==> config.mk <==
export PLATFORM = sky130hd
export DESIGN_NAME = param_compute_unit_flat
export DESIGN_NICKNAME = d
export VERILOG_FILES = /design/src/rtl/param_compute_unit_if.sv /design/src/rtl/param_compute_unit.sv /design/src/flat_wrapper.sv
export SDC_FILE = /design/constraint.sdc
export NUM_CORES = 1
export LEC_CHECK = 0
export CAP_MARGIN = 20
export CORE_MARGIN = 2
export CORE_UTILIZATION = 51
export DETAILED_ROUTE_END_ITERATION = 10
export GPL_ROUTABILITY_DRIVEN = 0
export PLACE_DENSITY = 0.72
export SLEW_MARGIN = 20
export SYNTH_ARGS = -nofsm -noshare
export SYNTH_HDL_FRONTEND = slang
export SYNTH_SLANG_ARGS = --single-unit
==> constraint.sdc <==
create_clock -name clk -period 7.7 [get_ports clk]
set_clock_uncertainty 0.15 [all_clocks]
set_input_delay 1.54 -clock clk [delete_from_list [all_inputs] [get_ports clk]]
set_output_delay 1.54 -clock clk [all_outputs]
set_load 0.01 [all_outputs]
==> src/rtl/param_compute_unit_if.sv <==
// Instruction issue / result report bundle between the instruction source and param_compute_unit.
// The master is the instruction source; the slave is the compute unit.
interface param_compute_unit_if #(
    parameter int DATA_W = 8,
    parameter int REG_AW = 4
);
    logic              instr_valid;
    logic              instr_ready;
    logic [3:0]        instr_op;
    logic [REG_AW-1:0] instr_tgt;
    logic [REG_AW-1:0] instr_src0;
    logic [REG_AW-1:0] instr_src1;
    logic [DATA_W-1:0] instr_imm;
    logic              res_valid;
    logic [DATA_W-1:0] res_data;
    logic [REG_AW-1:0] res_tgt;
    logic              flag_zero;
    logic              flag_carry;
    logic              flag_illegal;

    modport master (
        output instr_valid, instr_op, instr_tgt, instr_src0, instr_src1, instr_imm,
        input  instr_ready, res_valid, res_data, res_tgt, flag_zero, flag_carry, flag_illegal
    );

    modport slave (
        input  instr_valid, instr_op, instr_tgt, instr_src0, instr_src1, instr_imm,
        output instr_ready, res_valid, res_data, res_tgt, flag_zero, flag_carry, flag_illegal
    );
endinterface

==> src/rtl/param_compute_unit.sv <==
// Parametrised register-file compute unit: single-cycle ALU ops plus a
// shift-add multiply that takes DATA_W cycles, reporting each result with flags.
module param_compute_unit #(
    parameter int DATA_W = 8,
    parameter int REG_AW = 4
) (
    input  logic                      clk,
    input  logic                      rst_n,
    input  logic                      ena,
    param_compute_unit_if.slave       bus,
    output logic                      busy,
    input  logic [REG_AW-1:0]         dbg_addr,
    output logic [DATA_W-1:0]         dbg_data
);
    localparam int NUM_REGS = 2 ** REG_AW;
    localparam int CNT_W    = $clog2(DATA_W);
    localparam logic [CNT_W-1:0]  CNT_LAST = CNT_W'(DATA_W - 1);
    localparam logic [DATA_W-1:0] DW       = DATA_W'(DATA_W);

    typedef enum logic [3:0] {
        OP_NOP  = 4'd0,  OP_LOAD = 4'd1, OP_ADD = 4'd2, OP_SUB = 4'd3,
        OP_AND  = 4'd4,  OP_OR   = 4'd5, OP_NOT = 4'd6, OP_XOR = 4'd7,
        OP_SHL  = 4'd8,  OP_SHR  = 4'd9, OP_MUL = 4'd10
    } op_e;

    typedef enum logic {S_IDLE, S_MUL} state_e;

    state_e              state_q, state_d;
    logic [DATA_W-1:0]   regs [NUM_REGS];
    logic [DATA_W-1:0]   op_a, op_b;
    logic                accept;

    logic [DATA_W-1:0]   mul_a, mul_b, mul_acc, mul_sum;
    logic [CNT_W-1:0]    mul_cnt;
    logic [REG_AW-1:0]   mul_tgt;
    logic                mul_last;

    logic [DATA_W-1:0]   alu_res, sh_amt;
    logic [DATA_W:0]     alu_ext;
    logic                alu_carry, alu_carry_upd, alu_wr, alu_illegal;

    logic                res_valid_q, flag_zero_q, flag_carry_q, flag_illegal_q;
    logic [DATA_W-1:0]   res_data_q;
    logic [REG_AW-1:0]   res_tgt_q;

    assign bus.instr_ready  = ena & (state_q == S_IDLE);
    assign accept           = bus.instr_valid & bus.instr_ready;
    assign busy             = (state_q == S_MUL);
    assign dbg_data         = regs[dbg_addr];
    assign op_a             = regs[bus.instr_src0];
    assign op_b             = regs[bus.instr_src1];
    assign mul_sum          = mul_b[0] ? (mul_acc + mul_a) : mul_acc;
    assign mul_last         = (mul_cnt == CNT_LAST);

    assign bus.res_valid    = res_valid_q;
    assign bus.res_data     = res_data_q;
    assign bus.res_tgt      = res_tgt_q;
    assign bus.flag_zero    = flag_zero_q;
    assign bus.flag_carry   = flag_carry_q;
    assign bus.flag_illegal = flag_illegal_q;

    always_comb begin
        // NOTE: every signal assigned here gets a default first, so no path can infer a latch.
        alu_res       = '0;
        alu_ext       = '0;
        alu_carry     = 1'b0;
        alu_carry_upd = 1'b0;
        alu_wr        = 1'b1;
        alu_illegal   = 1'b0;
        sh_amt        = op_b % DW;
        case (op_e'(bus.instr_op))
            OP_NOP:  alu_wr = 1'b0;
            OP_LOAD: alu_res = bus.instr_imm;
            OP_ADD: begin
                alu_ext       = {1'b0, op_a} + {1'b0, op_b};
                alu_res       = alu_ext[DATA_W-1:0];
                alu_carry     = alu_ext[DATA_W];
                alu_carry_upd = 1'b1;
            end
            OP_SUB: begin
                alu_ext       = {1'b0, op_a} - {1'b0, op_b};
                alu_res       = alu_ext[DATA_W-1:0];
                alu_carry     = alu_ext[DATA_W];
                alu_carry_upd = 1'b1;
            end
            OP_AND:  alu_res = op_a & op_b;
            OP_OR:   alu_res = op_a | op_b;
            OP_NOT:  alu_res = ~op_a;
            OP_XOR:  alu_res = op_a ^ op_b;
            OP_SHL:  alu_res = op_a << sh_amt;
            OP_SHR:  alu_res = op_a >> sh_amt;
            OP_MUL:  alu_wr = 1'b0;
            default: begin
                alu_wr      = 1'b0;
                alu_illegal = 1'b1;
            end
        endcase
    end

    always_comb begin
        state_d = state_q;
        case (state_q)
            S_IDLE:  if (accept && bus.instr_op == OP_MUL) state_d = S_MUL;
            S_MUL:   if (ena && mul_last) state_d = S_IDLE;
            default: state_d = S_IDLE;
        endcase
    end

    always_ff @(posedge clk) begin
        // NOTE: sequential state uses <= so every flop samples pre-edge values.
        if (!rst_n)   state_q <= S_IDLE;
        else if (ena) state_q <= state_d;
    end

    always_ff @(posedge clk) begin
        if (!rst_n) begin
            // NOTE: the register file is in reset because every register must read zero afterwards.
            for (int i = 0; i < NUM_REGS; i++) regs[i] <= '0;
            res_valid_q    <= 1'b0;
            res_data_q     <= '0;
            res_tgt_q      <= '0;
            flag_zero_q    <= 1'b0;
            flag_carry_q   <= 1'b0;
            flag_illegal_q <= 1'b0;
            mul_a          <= '0;
            mul_b          <= '0;
            mul_acc        <= '0;
            mul_cnt        <= '0;
            mul_tgt        <= '0;
        end else begin
            res_valid_q <= 1'b0;
            if (accept) begin
                if (bus.instr_op == OP_MUL) begin
                    mul_a   <= op_a;
                    mul_b   <= op_b;
                    mul_acc <= '0;
                    mul_cnt <= '0;
                    mul_tgt <= bus.instr_tgt;
                end else begin
                    res_valid_q    <= 1'b1;
                    res_data_q     <= alu_res;
                    res_tgt_q      <= bus.instr_tgt;
                    flag_zero_q    <= (alu_res == '0);
                    flag_illegal_q <= alu_illegal;
                    if (alu_carry_upd) flag_carry_q <= alu_carry;
                    if (alu_wr) regs[bus.instr_tgt] <= alu_res;
                end
            end else if (ena && state_q == S_MUL) begin
                // One multiplier bit per cycle: add the shifted multiplicand when the bit is set.
                mul_acc <= mul_sum;
                mul_a   <= mul_a << 1;
                mul_b   <= mul_b >> 1;
                mul_cnt <= mul_cnt + 1'b1;
                if (mul_last) begin
                    regs[mul_tgt]  <= mul_sum;
                    res_valid_q    <= 1'b1;
                    res_data_q     <= mul_sum;
                    res_tgt_q      <= mul_tgt;
                    flag_zero_q    <= (mul_sum == '0);
                    flag_illegal_q <= 1'b0;
                end
            end
        end
    end
endmodule

==> src/flat_wrapper.sv <==
// flat-port wrapper written by rule: the top's interface ports become plain ports
module param_compute_unit_flat 
#(
    parameter int DATA_W = 8,
    parameter int REG_AW = 4
)
  (clk, rst_n, ena, busy, dbg_addr, dbg_data, bus_instr_valid, bus_instr_op, bus_instr_tgt, bus_instr_src0, bus_instr_src1, bus_instr_imm, bus_instr_ready, bus_res_valid, bus_res_data, bus_res_tgt, bus_flag_zero, bus_flag_carry, bus_flag_illegal);
  param_compute_unit_if #(.DATA_W(DATA_W), .REG_AW(REG_AW)) bus_i ();
  input  logic clk;
  input  logic rst_n;
  input  logic ena;
  output logic busy;
  input  logic [REG_AW-1:0] dbg_addr;
  output logic [DATA_W-1:0] dbg_data;
  input wire logic [$bits(bus_i.instr_valid)-1:0] bus_instr_valid;
  input wire logic [$bits(bus_i.instr_op)-1:0] bus_instr_op;
  input wire logic [$bits(bus_i.instr_tgt)-1:0] bus_instr_tgt;
  input wire logic [$bits(bus_i.instr_src0)-1:0] bus_instr_src0;
  input wire logic [$bits(bus_i.instr_src1)-1:0] bus_instr_src1;
  input wire logic [$bits(bus_i.instr_imm)-1:0] bus_instr_imm;
  output wire logic [$bits(bus_i.instr_ready)-1:0] bus_instr_ready;
  output wire logic [$bits(bus_i.res_valid)-1:0] bus_res_valid;
  output wire logic [$bits(bus_i.res_data)-1:0] bus_res_data;
  output wire logic [$bits(bus_i.res_tgt)-1:0] bus_res_tgt;
  output wire logic [$bits(bus_i.flag_zero)-1:0] bus_flag_zero;
  output wire logic [$bits(bus_i.flag_carry)-1:0] bus_flag_carry;
  output wire logic [$bits(bus_i.flag_illegal)-1:0] bus_flag_illegal;
  assign bus_i.instr_valid = bus_instr_valid;
  assign bus_i.instr_op = bus_instr_op;
  assign bus_i.instr_tgt = bus_instr_tgt;
  assign bus_i.instr_src0 = bus_instr_src0;
  assign bus_i.instr_src1 = bus_instr_src1;
  assign bus_i.instr_imm = bus_instr_imm;
  assign bus_instr_ready = bus_i.instr_ready;
  assign bus_res_valid = bus_i.res_valid;
  assign bus_res_data = bus_i.res_data;
  assign bus_res_tgt = bus_i.res_tgt;
  assign bus_flag_zero = bus_i.flag_zero;
  assign bus_flag_carry = bus_i.flag_carry;
  assign bus_flag_illegal = bus_i.flag_illegal;
  param_compute_unit #(.DATA_W(DATA_W), .REG_AW(REG_AW)) u_core (.clk(clk), .rst_n(rst_n), .ena(ena), .bus(bus_i), .busy(busy), .dbg_addr(dbg_addr), .dbg_data(dbg_data));
endmodule
==> reports/summary.txt, run 1 <==
First-pass GRT wire length: 56.0 mm
IO buf count: 57
Ys async rst share: 0%
Layout cells sized above 1: 16.9%
Final Power: 2.59 mW
Peak VDD IR: 0.147 mV
Clock buffer depth: 2
Worst reg-to-reg path cell count: 13
Crit path launch type: input port
Worst setup path startpoint: bus_instr_src0[1]
Nets: 1202
Fin cells: 1465
Post-route cell area: 0.0135 sq mm
R2R Path End: u_core.regs[7][6]
DRT iter0 DRCs: 1363
Global-route usage over all layers: 30.2%
Slew @ Worst Pin: 0.901 ns
PD cells: 192 mW/mm^2
Clock tree root buffer cell: clkbuf_16
Clock Pin Slew Worst Setup and Hold Paths: 0.07 ns
Clock sinks: 176
P&R area growth vs syn: 11.8%
Hold slack: 0.321 ns
Unique cell type count in the Yosys netlist: 76
Critical path arrival: 6.45 ns
Worst stage delay on the critical path: 0.62 ns
Num CTS Buffers: 17
Critical hold path startpoint: u_core.bus.res_data[6]
Die X: 158 um
ANT cells: 0
IO Count: 58
Unrepaired setup endpoints after global routing: false
Placed wire-length estimate: 26.5 mm
R2R Setup Slk: 2.61 ns
Remaining Overflow, GRT: 0
CP cell instances: clkdlybuf4s50_1, buf_4, mux4_2, mux4_2, ha_1, fa_1, a211oi_1, o21ai_0, a21oi_1, o22ai_1, a32o_1, a211o_1, a21oi_1, mux2_2, nor2_1
Status: finished clean
Endpoints failing hold: 0
Postcts setup bufs: 0
CTS tree: done
Post-route setup slack: 1.27 ns
Max-Cap Viols: 0
Synth Register Bits: 176
Starting Density: 51.7%
Fin. max-slew vios: 0
Syn Std Cell Area: 0.0121 sq mm
Post-synthesis sequential area ratio: 39.8%
Quantity of hold-fixing buffers added after cts: 0
Fin Setup TNS: 0 ns
Max-slew headroom at the worst pin: 39.7%
Worst-path maximum fanout: 16
Slowest library cell on the worst path: clkdlybuf4s50_1
Hold Crit Class: reg -> reg
Pre-CTS WS: 0.912 ns
Synthesized netlist cell count: 1105
Drt wl/cell: 25.0 um
CP Capture Point: u_core.regs[7][6]
Remaining antenna violation count: 0
First-pass DRT Iterations: 7
Synthesis Warnings: 0
Die Span Y: 158 um
Die area: 0.0249 sq mm
Initial antenna violation count: 0
Vias in the first global route: 9583
Core ar.: 0.0233 sq mm
Number of H-tree levels: 4
DRC viols: 0
Critical path class: in -> reg
Dpl cell area: 0.0129 sq mm
Vias per cell: 6.73
Setup violators final: 0
DRT Wirelength: 36.6 mm
Row cnt: 56
Dominant synthesized flop cell: edfxtp_1
Mapped Nets: 1174
Largest net degree at the start of global routing: 68
Minimum clock period: 6.43 ns
Leak: 5.01 nW
Period utilization: 83.5%
Clk Latency, worst-skew pair: 0.44 ns
Cells after DPL: 1433
Max Fclk: 156 MHz
Filler instances: 1895
Final core occ: 57.8%
Syn avg cell area: 10.9 sq um
DR vias: 9854
Worst reg2reg startpoint: u_core.regs[1][0]
PostCTS Resize Cnt: 0
Number of enable flip-flop cells after synthesis: 128
CP endpoint kind: flip-flop
Worst EP required: 7.73 ns
## critical path, delay by kind of cell
family / cells / cell delay [ns]
buf+inv: 2 / 0.92
simple gates: 1 / 0.09
mux: 3 / 1.44
compound gates: 7 / 1.61
fa+ha+maj: 2 / 0.82
## routing by layer
| layer | part of all wire, % | vias up | global-route usage (%) | routed length, um |
|---|---|---|---|---|
| met5 | 0 | - | 0 | 0 |
| met1 | 38 | 4804 | 39.5 | 13800 |
| met3 | 9.9 | 118 | 5.53 | 3620 |
| li1 | - | 4264 | - | - |
| met2 | 48 | 668 | 49.1 | 17600 |
| met4 | 4.4 | 0 | 13.9 | 1610 |
## synthesized netlist by cell type (4+ instances only)
cell type | instances | area, sq um
o21ai_1 | 4 | 20.0
ha_1 | 34 | 425
a221oi_1 | 9 | 78.8
clkbuf_1 | 47 | 176
nor2b_1 | 16 | 100
and3_1 | 4 | 25.0
a211oi_1 | 12 | 90.1
a21boi_0 | 16 | 120
a22oi_2 | 4 | 50.1
xnor2_1 | 6 | 52.6
buf_6 | 4 | 45.0
mux4_2 | 95 | 2140
buf_1 | 10 | 37.5
and2_1 | 15 | 93.8
inv_1 | 27 | 101
edfxtp_1 | 128 | 3840
a21oi_1 | 31 | 155
o22ai_1 | 8 | 50.1
a22oi_1 | 7 | 52.6
nor4_1 | 7 | 43.8
buf_2 | 14 | 70.1
mux2_2 | 7 | 78.8
mux2i_1 | 43 | 430
nand2b_1 | 4 | 25.0
nand2_1 | 126 | 473
a221oi_2 | 5 | 75.1
o31ai_1 | 4 | 30.0
nand3b_1 | 9 | 67.6
o211a_1 | 15 | 150
o21ai_0 | 40 | 200
nor2_1 | 168 | 631
dfxtp_1 | 48 | 961
mux4_1 | 7 | 184
o211ai_1 | 18 | 135
o21bai_1 | 5 | 37.5
nor3_1 | 9 | 45.0
nand3_1 | 33 | 165
a21o_1 | 7 | 52.6
## cell type report
class,count,area [sq um],area share (%)
clock buffer,17,425,3.15
timing repair buffer,87,776,5.75
multi-input combinational,820,6790,50.3
clock inverter,15,189,1.40
sequential,176,4800,35.6
inverter,31,118,0.871
tap,319,399,2.96
## flip-flops by register name, indices dropped and copies added (netlist names)
name / flops
u_core.mul_a: 8
u_core.regs: 128
u_core.bus.flag_carry: 1
u_core.mul_b: 8
u_core.mul_tgt: 4
u_core.bus.res_tgt: 4
u_core.mul_acc: 8
u_core.busy: 1
u_core.mul_cnt: 3
u_core.bus.res_valid: 1
u_core.bus.flag_zero: 1
u_core.bus.res_data: 8
u_core.bus.flag_illegal: 1
## where the power goes
part | switching (mW) | leakage (nW) | internal, mW
sequential | 0.0260 | 1.71 | 1.04
clock | 0.423 | 0.301 | 0.496
combinational | 0.362 | 3.00 | 0.236
total | 0.811 | 5.01 | 1.78
## how the worst min path moves through the flow
stage,to,slack (ns),depth (start not counted)
after global routing,u_core.bus.res_data[3],0.36,2
after floorplan,u_core.mul_b[7],0.30,2
final,u_core.bus.res_data[6],0.32,2
after global placement,u_core.bus.res_data[0],0.31,2
after CTS,u_core.bus.res_data[6],0.33,2
after detailed placement,u_core.bus.res_data[6],0.32,2
## cells by family after synthesis
logic type | Yosys count | synth area share [%]
flops | 176 | 39.8
fa+ha+maj | 37 | 4.02
buf+inv | 109 | 4.01
simple gates | 404 | 14.7
mux | 154 | 23.7
compound gates | 217 | 13.2
xor+xnor | 8 | 0.580
## cells in the final DEF (no fill, tap or decap), drive strengths merged, types with 17 or more instances in the layout
master         count
buf               34
mux2i             44
nand3             33
o211ai            18
clkdlybuf4s50     53
clkbuf            17
dfxtp             48
nor2             168
a21oi             33
inv               38
mux4             102
edfxtp           128
ha                34
nand2            126
o21ai             46
and2              17
Power figures use the tool's default switching activity.
==> inputs of run 2 (changes only) <==
==> constraint.sdc (replaced) <==
create_clock -name clk -period 6 [get_ports clk]
set_clock_uncertainty 0.15 [all_clocks]
set_input_delay 1.2 -clock clk [delete_from_list [all_inputs] [get_ports clk]]
set_output_delay 1.2 -clock clk [all_outputs]
set_load 0.01 [all_outputs]
==> reports/summary.txt, run 2 (synthesis results as in run 1) <==
Status: finished clean
DR vias: 9919
Delay-heaviest family, CP: compound AO/OA/AOI/OAI gates
Nets: 1224
Unrepaired setup endpoints after global routing: false
Fin Setup TNS: 0 ns
Worst reg2reg startpoint: u_core.regs[3][0]
P&R area growth vs syn: 13.3%
Worst hold path depth: 2
Max-Cap Viols: 0
Remaining antenna violation count: 0
Crit path depth: 17
CTS tree: done
Worst-path maximum fanout: 16
First-pass GRT wire length: 54.7 mm
Leak: 5.12 nW
Slew @ Worst Pin: 0.876 ns
Vias per cell: 6.67
Peak VDD IR: 0.180 mV
Worst path most repeated cell: a21oi_1
Clock Pin Slew Worst Setup and Hold Paths: 0.07 ns
Max-slew headroom at the worst pin: 41.4%
Hold Crit Class: reg -> reg
Fin. max-slew vios: 0
Hold slack: 0.313 ns
Switching power: 1.00 mW
Cells after DPL: 1455
R2R Setup Slk: 1.33 ns
Slowest library cell on the worst path: clkdlybuf4s50_1
Most frequent cells in the layout: nor2_1, edfxtp_1, nand2_1
Comb pwr share: 25.1%
Worst reg-to-reg path cell count: 13
Number of H-tree levels: 4
Clk Latency, worst-skew pair: 0.44 ns
Clock share of power: 32.9%
Setup violators final: 0
Worst EP required: 6.03 ns
CP Capture Point: u_core.regs[11][6]
Core ar.: 0.0233 sq mm
Reg power frac: 42.0%
Sw Ratio: 30.7%
IO buf count: 57
Row cnt: 56
IO Count: 58
Final Power: 3.26 mW
ANT cells: 0
Final core occ: 58.6%
DRT iter0 DRCs: 1265
Largest reg by FF count: u_core.regs
PostCTS Resize Cnt: 0
DRC viols: 0
Minimum clock period: 5.57 ns
Largest net degree at the start of global routing: 66
Quantity of hold-fixing buffers added after cts: 0
Worst setup path startpoint: bus_instr_src1[2]
Drt wl/cell: 24.0 um
Largest register FFs: 128
Clock tree root buffer cell: clkbuf_16
DRT Wirelength: 35.7 mm
Initial antenna violation count: 0
Global-route usage over all layers: 29.4%
CP endpoint kind: flip-flop
Period utilization: 92.9%
Die area: 0.0249 sq mm
Dpl cell area: 0.0131 sq mm
Fin cells: 1486
Filler instances: 1897
R2R Path End: u_core.regs[11][6]
Endpoints failing hold: 0
Postcts setup bufs: 0
Most common cell after layout, fill and taps aside: nor2_1
PD cells: 239 mW/mm^2
Vias in the first global route: 9498
Clock buffer depth: 2
Pre-CTS WS: 0.0229 ns
Die X: 158 um
Worst stage delay on the critical path: 0.62 ns
First-pass DRT Iterations: 6
Max Fclk: 179 MHz
Starting Density: 51.7%
Num CTS Buffers: 17
Clock sinks: 176
Multi-input logic area: 0.00679 sq mm
Register area: 0.00480 sq mm
Post-route cell area: 0.0137 sq mm
Buffer and inverter count on the worst path: 2
Remaining Overflow, GRT: 0
CP cell instances: clkdlybuf4s50_1, nor2b_1, a221oi_2, o21ai_1, and2_1, inv_2, ha_1, fa_1, a211oi_1, o21ai_0, a21oi_1, o22ai_1, a32o_1, a211o_1, a21oi_1, mux2_2, nor2_1
Int Pwr: 2.26 mW
Critical path class: in -> reg
Layout cells sized above 1: 18.3%
Placed wire-length estimate: 26.1 mm
Post-route setup slack: 0.427 ns
Crit path launch type: input port
Die Span Y: 158 um
Critical path arrival: 5.60 ns
-- run 2: cell types whose count changed in the layout (fill, tap and decap cells not counted), sizes merged --
cell | previous run | this run
buf | 34 | 56
clkinv | 5 | 6
inv | 38 | 37
bufinv | 2 | 1
-- run 2: power by group through the flow --
stage / clock network, mW / logic [mW] / registers [mW]
after floorplan: 0 / 0.516 / 1.38
after global placement: 0 / 0.795 / 1.39
after detailed placement: 0 / 0.802 / 1.40
after CTS: 1.08 / 0.806 / 1.37
after global routing: 1.13 / 0.871 / 1.37
final: 1.07 / 0.819 / 1.37
-- run 2: final cells by class --
class                   count  share of cell area, %
clock inverters            14                  0.960
repair buffers            109                   7.43
well taps                 319                   2.92
clock buffers              17                   3.11
flip-flops and latches    176                   35.1
inverters                  31                  0.860
multi-input cells         820                   49.6
-- run 2: worst register-to-register path: stages (launching register included) --
cell and delay, ns:
edfxtp_1 0.49, mux4_1 0.51, mux4_2 0.49, ha_1 0.27, fa_1 0.48, a211oi_1 0.29, o21ai_0 0.15, a21oi_1 0.20
o22ai_1 0.11, a32o_1 0.22, a211o_1 0.26, a21oi_1 0.23, mux2_2 0.47, nor2_1 0.09
-- run 2: metal layers --
metal	GRT usage, %	vias up	share of wire [%]
met5	0	-	0
met4	15.2	0	5.7
met3	5.42	154	10
met2	46.5	683	46
met1	39.0	4777	38
li1	-	4305	-
-- run 2: worst min path at each step --
stage	start	end	slack (ns)
after global routing	u_core.bus.res_data[6]	u_core.bus.res_data[6]	0.33
after CTS	u_core.bus.res_data[6]	u_core.bus.res_data[6]	0.32
after detailed placement	u_core.bus.res_data[6]	u_core.bus.res_data[6]	0.31
final	u_core.bus.res_data[6]	u_core.bus.res_data[6]	0.31
after floorplan	u_core.mul_b[7]	u_core.mul_b[7]	0.30
after global placement	u_core.bus.res_data[6]	u_core.bus.res_data[6]	0.31
==> inputs of run 3 (changes only) <==
--- a/config.mk
+++ b/config.mk
@@ -11,6 +11,7 @@
 export DETAILED_ROUTE_END_ITERATION = 10
 export GPL_ROUTABILITY_DRIVEN = 0
 export PLACE_DENSITY = 0.72
+export SKIP_CTS_REPAIR_TIMING = 1
 export SLEW_MARGIN = 20
 export SYNTH_ARGS = -nofsm -noshare
 export SYNTH_HDL_FRONTEND = slang
==> constraint.sdc (replaced) <==
create_clock -name clk -period 6.45 [get_ports clk]
set_clock_uncertainty 0.15 [all_clocks]
set_input_delay 1.29 -clock clk [delete_from_list [all_inputs] [get_ports clk]]
set_output_delay 1.29 -clock clk [all_outputs]
set_load 0.01 [all_outputs]
==> reports/summary.txt, run 3 (synthesis results as in run 1) <==
Status: finished clean
Hold Path End: u_core.bus.res_data[1]
Period utilization: 92.4%
Initial antenna violation count: 0
Delay-heaviest family, CP: compound AO/OA/AOI/OAI gates
CTS tree: done
Num CTS Buffers: 17
Max-Cap Viols: 0
Die Span Y: 158 um
Largest register FFs: 128
Hold Crit Class: reg -> reg
Critical path arrival: 5.99 ns
Register area: 0.00480 sq mm
Max-slew headroom at the worst pin: 42.4%
Starting Density: 51.7%
Hold slack: 0.313 ns
Most frequent cells in the layout: nor2_1, edfxtp_1, nand2_1
Slowest library cell on the worst path: clkdlybuf4s50_1
Most common cell after layout, fill and taps aside: nor2_1
Placed wire-length estimate: 26.6 mm
Slew @ Worst Pin: 0.861 ns
DRT Wirelength: 36.7 mm
R2R Path End: u_core.regs[9][6]
Largest reg by FF count: u_core.regs
Clock tree root buffer cell: clkbuf_16
P&R area growth vs syn: 12.8%
CP endpoint kind: flip-flop
Core ar.: 0.0233 sq mm
Remaining antenna violation count: 0
Multi-input logic area: 0.00679 sq mm
Nets: 1218
Clock buffer depth: 2
Met2 GRT Util: 49.5%
DRC viols: 0
Clk Latency, worst-skew pair: 0.44 ns
CP cell instances: clkdlybuf4s50_1, buf_4, mux4_1, nor2b_1, a211oi_1, a21o_1, ha_1, o21ba_2, o21bai_1, a21oi_1, o21bai_1, o22ai_1, a32o_1, a211o_1, a21oi_1, mux2_2, nor2_1
Vias per cell: 6.75
Row cnt: 56
Die area: 0.0249 sq mm
Die X: 158 um
Critical hold path startpoint: u_core.bus.res_data[1]
Drt wl/cell: 24.8 um
Dpl cell area: 0.0130 sq mm
Largest net degree at the start of global routing: 47
Critical path class: in -> reg
Remaining Overflow, GRT: 0
IO Count: 58
Vias in the first global route: 9539
Number of H-tree levels: 4
Clock sinks: 176
Layout cells sized above 1: 17.9%
Global-route usage over all layers: 30.3%
ANT cells: 0
Unrepaired setup endpoints after global routing: false
R2R Setup Slk: 1.71 ns
Filler instances: 1890
Peak VDD IR: 0.185 mV
Leak: 5.08 nW
Global routing's busiest layer: met2
Fin Setup TNS: 0 ns
First-pass DRT Iterations: 9
Worst hold path depth: 2
Buffer and inverter count on the worst path: 2
Met1 usage: 39.2%
Setup violators final: 0
IO buf count: 57
Worst EP required: 6.48 ns
Post-route cell area: 0.0136 sq mm
PD cells: 226 mW/mm^2
Worst stage delay on the critical path: 0.74 ns
Final core occ: 58.4%
Endpoints failing hold: 0
Worst-path maximum fanout: 20
Max Fclk: 168 MHz
Worst reg-to-reg path cell count: 16
First-pass GRT wire length: 56.0 mm
Fin. max-slew vios: 0
Minimum clock period: 5.96 ns
DR vias: 9991
Clock Pin Slew Worst Setup and Hold Paths: 0.07 ns
Crit path launch type: input port
DRT iter0 DRCs: 1243
Met3 global-route usage: 5.97%
Worst reg2reg startpoint: u_core.regs[1][0]
[run 3: tightest hold or removal path: stages, from the launching register on]
cell and delay, ns:
dfxtp_1 0.31, nand2_1 0.05, a21boi_0 0.06
[run 3: worst max path at each step]
stage	slack [ns]	end	startpoint	cells past startpoint
6_report	0.49	u_core.regs[9][6]	bus_instr_src0[1]	17
5_1_grt	0.23	u_core.regs[8][6]	bus_instr_src0[1]	17
2_1_floorplan	0.77	u_core.regs[0][6]	bus_instr_src1[0]	18
3_5_place_dp	0.23	u_core.regs[8][6]	bus_instr_src0[1]	17
3_3_place_gp	0.37	u_core.regs[14][6]	bus_instr_src0[1]	17
4_1_cts	0.62	u_core.regs[4][6]	bus_instr_src0[1]	17
[run 3: layout make-up]
type,count,area share (%)
inverter,31,0.864
tap,319,2.93
clock buffer,17,3.12
timing repair buffer,103,6.85
clock inverter,14,1.13
multi-input combinational,820,49.8
sequential,176,35.3
[run 3: layer usage]
| layer | vias to the layer above | wire length [um] |
|---|---|---|
| met5 | - | 0 |
| met3 | 119 | 3900 |
| li1 | 4299 | - |
| met4 | 0 | 1650 |
| met2 | 689 | 17600 |
| met1 | 4884 | 13600 |
[run 3: where the power goes]
group	total [mW]	internal, mW	switching [mW]
Clock	1.05	0.577	0.472
Sequential	1.28	1.25	0.0296
Combinational	0.748	0.306	0.441
[run 3: through the flow]
stage               cells  total power, mW  setup WS (ns)
floorplan            1105             1.77          0.774
CTS                  1480             3.06          0.618
global route         1480             3.17          0.233
global placement     1449             2.01          0.374
detailed placement   1449             2.02          0.226
finish               1480             3.07          0.490
